<file path="config.mk">
export PLATFORM = sky130hd
export DESIGN_NAME = tc2sm_serial
export DESIGN_NICKNAME = d
export VERILOG_FILES = /design/src/rtl/tc2sm_serial.sv
export SDC_FILE = /design/constraint.sdc
export NUM_CORES = 1
export LEC_CHECK = 0
export BUFFER_PORTS_ARGS = -buffer_cell sky130_fd_sc_hd__buf_2
export CAP_MARGIN = 20
export CORE_MARGIN = 3
export CORE_UTILIZATION = 35
export DETAILED_ROUTE_END_ITERATION = 6
export PLACE_DENSITY = 0.62
export SLEW_MARGIN = 20
export SYNTH_ARGS = -nofsm -noshare
export SYNTH_HDL_FRONTEND = slang
export SYNTH_SLANG_ARGS = --single-unit
</file>
<file path="constraint.sdc">
create_clock -name clk -period 2.3 [get_ports clk]
set_clock_uncertainty 0.1 [all_clocks]
set_input_delay 0.115 -clock clk [delete_from_list [all_inputs] [get_ports clk]]
set_output_delay 0.115 -clock clk [all_outputs]
set_load 0.005 [all_outputs]
</file>
<file path="src/rtl/tc2sm_serial.sv">
// Two's-complement to signed-magnitude converter with valid/ready handshakes.
// Negative words are negated bit-serially, LSB first, one bit per cycle.
module tc2sm_serial #(
    parameter int unsigned width = 11
) (
    input  logic             clk,
    input  logic             reset_n,
    input  logic             in_valid,
    output logic             in_ready,
    input  logic [width-1:0] tc_in,
    output logic             out_valid,
    input  logic             out_ready,
    output logic [width-1:0] sm_out,
    output logic             overflow
);

    localparam int unsigned cw = $clog2(width);

    typedef enum logic [1:0] {IDLE, SHIFT, DONE} state_t;

    state_t           state, state_nx;
    logic [width-2:0] tc_reg;
    logic [width-2:0] mag, mag_nx;
    logic [cw-1:0]    cnt;
    logic             seen_one;
    logic             bit_in, bit_out, seen_nx, last;

    // Copy bits up to and including the first 1, invert every later bit.
    always_comb begin
        bit_in      = tc_reg[cnt];
        bit_out     = seen_one ? ~bit_in : bit_in;
        seen_nx     = seen_one | bit_in;
        last        = (cnt == cw'(width - 2));
        mag_nx      = mag;
        mag_nx[cnt] = bit_out;
    end

    always_comb begin
        state_nx  = state;
        in_ready  = 1'b0;
        out_valid = 1'b0;
        case (state)
            IDLE: begin
                in_ready = 1'b1;
                if (in_valid) state_nx = tc_in[width-1] ? SHIFT : DONE;
            end
            SHIFT: begin
                if (last) state_nx = DONE;
            end
            DONE: begin
                out_valid = 1'b1;
                if (out_ready) state_nx = IDLE;
            end
            default: state_nx = IDLE;
        endcase
    end

    always_ff @(posedge clk or negedge reset_n) begin
        if (!reset_n) begin
            state    <= IDLE;
            tc_reg   <= '0;
            mag      <= '0;
            cnt      <= '0;
            seen_one <= 1'b0;
            sm_out   <= '0;
            overflow <= 1'b0;
        end else begin
            state <= state_nx;
            case (state)
                IDLE: begin
                    if (in_valid) begin
                        tc_reg   <= tc_in[width-2:0];
                        mag      <= '0;
                        cnt      <= '0;
                        seen_one <= 1'b0;
                        if (!tc_in[width-1]) begin
                            sm_out   <= tc_in;
                            overflow <= 1'b0;
                        end
                    end
                end
                SHIFT: begin
                    mag      <= mag_nx;
                    cnt      <= cnt + cw'(1);
                    seen_one <= seen_nx;
                    if (last) begin
                        // No 1 seen at all: input was the most negative value.
                        if (!seen_nx) begin
                            sm_out   <= '1;
                            overflow <= 1'b1;
                        end else begin
                            sm_out   <= {1'b1, mag_nx};
                            overflow <= 1'b0;
                        end
                    end
                end
                default: ;
            endcase
        end
    end

endmodule

</file>
==> results.py <==
metrics = {
    "outcome": {
        "status": "finished with violations",
        "failed_checks": "setup timing",
    },
    "yosys": {
        "synth_xor_area_share_pct": 0.405,
        "syn_nets": 226,
        "ys_warn_count": 0,
        "synth_top_area_share_pct": 45.2,
        "synth_top_family_by_area": "compound AO/OA/AOI/OAI gates",
        "yosysUniqueCellTypes": 37,
        "synth_top_cell_by_area": "dfrtp_1",
        "synth_cells": 205,
        "synthSimpleGateAreaFrac_pct": 12.7,
        "synth_compound_area_share_pct": 21.8,
        "ys_ff_latch": 39,
        "synth.mux.area_fraction_pct": 8.28,
        "synth_fa_ha_area_share_pct": 3.47,
        "synth_area_leaders": "dfrtp_1 45%, mux2_2 7.8%, inv_1 4.7%",
        "synth_area_um2": 2160,
        "syn_area_per_cell_um2": 10.5,
        "yosysSeqAreaShare_pct": 45.2,
    },
    "floorplanning": {
        "die_area_um2": 7150,
        "ioPinCount": 29,
        "start_util_pct": 37.6,
        "rows": 27,
        "core_region_area_um2": 5740,
        "die_h_um": 84.6,
        "die_x_um": 84.6,
    },
    "route": {
        "drtAntennaViolNets": 0,
        "viasPerCell": 5.38,
        "routed_wirelength_um": 5580,
        "drt_iter0_markers": 138,
        "vias": 1763,
        "drc": 0,
        "drtPass1Iterations": 4,
        "post_drt_wl_per_cell_um": 17.0,
    },
    "placed_design": {
        "routabilityCongestion": 0.818,
        "dp.final_hpwl_um": 3790,
        "placement.io_buffers": 28,
        "post-place-ws_ns": -0.254,
    },
    "sta": {
        "setup_tns_ns": -0.212,
        "final.period_utilization_pct": 102,
        "finalHoldViolCount": 0,
        "setup_viol": 7,
        "slew_headroom_pct": 31.3,
        "worstMarginPinSlew_ns": 1.03,
        "maxSlewViolCount": 0,
        "rsz0062_at_grt": "yes",
        "max_clock_freq_mhz": 425,
        "worst_slack_ns": -0.0525,
        "min_period_ns": 2.35,
    },
    "cts": {
        "clock_latency_ns": 0.30,
        "path_clk_slew_ns": 0.08,
        "h-tree-depth": 2,
        "cts_tree": "yes",
        "clockRootBuffer": "clkbuf_8",
        "cts_buffer_depth": 2,
        "cts_buffers": 5,
        "cts_setup_buffers": 0,
        "clock-sinks": 39,
    },
    "cells_and_area": {
        "area_growth_pct": 29.5,
        "fillCellCount": 510,
        "multi_input_area_um2": 1120,
        "diodes": 0,
        "layout-drive-gt1-share_pct": 34.0,
        "seqCellArea_um2": 977,
        "nets": 276,
        "largest_register_ffs": 11,
    },
    "grt": {
        "grtUsageMet3_pct": 3.83,
        "grt-ovfl-total": 0,
        "use_met1_pct": 21.8,
        "track_usage_pct": 16.0,
        "grt_max_degree": 40,
        "grt_pass1_wl_um": 9240,
        "grt_busiest_layer": "met2",
        "antenna_found_initial": 0,
        "use_met2_pct": 25.7,
        "grt_pass1_vias": 1792,
    },
    "worst_setup_path": {
        "cp_max_fo": 7,
        "path_class": "register to register",
        "timing.rr.start": "cnt[0]$_DFFE_PN0P_",
        "cp_data_required_time_ns": 2.34,
        "crit_path_start": "cnt[0]$_DFFE_PN0P_",
        "arrival_ns": 2.39,
        "end_kind": "register",
        "start_kind": "register",
    },
    "min_path": {
        "hold_class": "input pin to register",
        "hp-start": "in_valid",
    },
    "pwr": {
        "cellPowerDensity_nw_per_um2": 1420,
        "p_leak_nw": 1.26,
        "ir_drop_v": 0.000624,
    },
    "job": {
        "maxCapViolations": 0,
    },
}
==> synthesized netlist by cell type <==
cell type and number:
nor4bb_1 1, buf_4 3, a211oi_1 1, xor2_1 1
nand2_1 8, o32ai_1 10, or3b_1 4, nand3_1 1
ha_1 6, a211oi_2 1, and2_1 5, a221oi_1 6
o31ai_1 1, o21ba_2 1, a222oi_1 1, a21o_1 2
buf_2 7, or3b_4 1, a21oi_1 12, nor3b_2 1
o21ai_0 1, o21bai_1 11, a221oi_2 3, nand3b_1 8
dfrtp_1 39, nor2_1 4, and2b_1 3, mux2_2 15
buf_6 1, o22ai_1 12, nand2b_1 1, or3b_2 1
nor2b_1 1, mux2i_1 1, clkbuf_1 2, and4b_1 2
inv_1 27
==> layout make-up <==
class	instances	share of cell area, %
tap	72	3.22
multi-input combinational	126	39.9
clock buffer	6	2.95
timing repair buffer	56	14.1
sequential	39	34.9
inverter	27	3.62
clock inverter	2	1.25
==> cell usage in the layout, fill, tap and decap left out, types with 6 or more instances in the layout <==
| cell type | instances |
|---|---|
| nand3b_1 | 8 |
| mux2_2 | 13 |
| buf_2 | 28 |
| o21bai_1 | 11 |
| buf_4 | 14 |
| clkbuf_8 | 6 |
| inv_1 | 27 |
| a21oi_1 | 12 |
| dlygate4sd3_1 | 13 |
| nand2_1 | 8 |
| dfrtp_1 | 38 |
| o22ai_1 | 12 |
| o32ai_1 | 9 |
==> logic make-up after synthesis <==
logic type	count (synthesis)
flops	39
fa+ha+maj	6
simple gates	41
mux	16
xor+xnor	1
compound gates	62
buf+inv	40
==> critical path, cell delays in order, from the launching register on <==
cell and delay, ns:
dfrtp_2 0.47, mux2_4 0.31, a222oi_1 0.33, a21o_1 0.23
ha_4 0.24, and2_4 0.16, a221oi_4 0.26, o32ai_1 0.12
==> metal layers <==
| metal | routed length [um] | up-vias | share of wire [%] |
|---|---|---|---|
| li1 | - | 839 | - |
| met1 | 2570 | 859 | 46 |
| met2 | 2610 | 58 | 47 |
| met3 | 336 | 7 | 6.0 |
| met4 | 68 | 0 | 1.2 |
| met5 | 0 | - | 0 |
==> where the power goes <==
part | internal [mW] | leakage, nW | total [mW] | switching, mW
combinational | 1.10 | 0.706 | 2.16 | 1.06
sequential | 0.957 | 0.494 | 1.20 | 0.239
clock | 0.351 | 0.0612 | 0.604 | 0.253
==> what timing repair did <==
action                                 in CTS  in global routing
hold buffers                               13                  0
gates resized for setup                    13                  4
pin swaps                                  14                  4
endpoints found under the hold margin      51                  0
setup endpoints to repair                  10                 10
==> stage by stage <==
stage               hold slack (ns)  power (mW)  cell area [um^2]  std cells  utilization [%]
floorplan                    -0.281        2.42              2170        205                -
global placement              0.198        3.07              2440        307             42.5
detailed placement            0.195        3.08              2440        307             42.5
CTS                        0.000237        3.89              2760        328             48.1
global route                0.00898        4.26              2800        328             48.7
finish                      0.00510        3.96              2800        328             48.7
==> worst paths after layout <==
kind,endpoint,slack [ns],cells past startpoint
setup / recovery,sm_out[6]$_DFFE_PN0P_,-0.05,7
hold reg to reg,seen_one$_DFFE_PN0P_,0.39,2
max in group asynchronous,cnt[0]$_DFFE_PN0P_,1.07,2
min in group asynchronous,mag[1]$_DFFE_PN0P_,0.40,2
setup reg to reg,sm_out[6]$_DFFE_PN0P_,-0.05,7
hold / removal,state[0]$_DFFE_PN0P_,0.005,3
(Power assumes the default switching activity.)
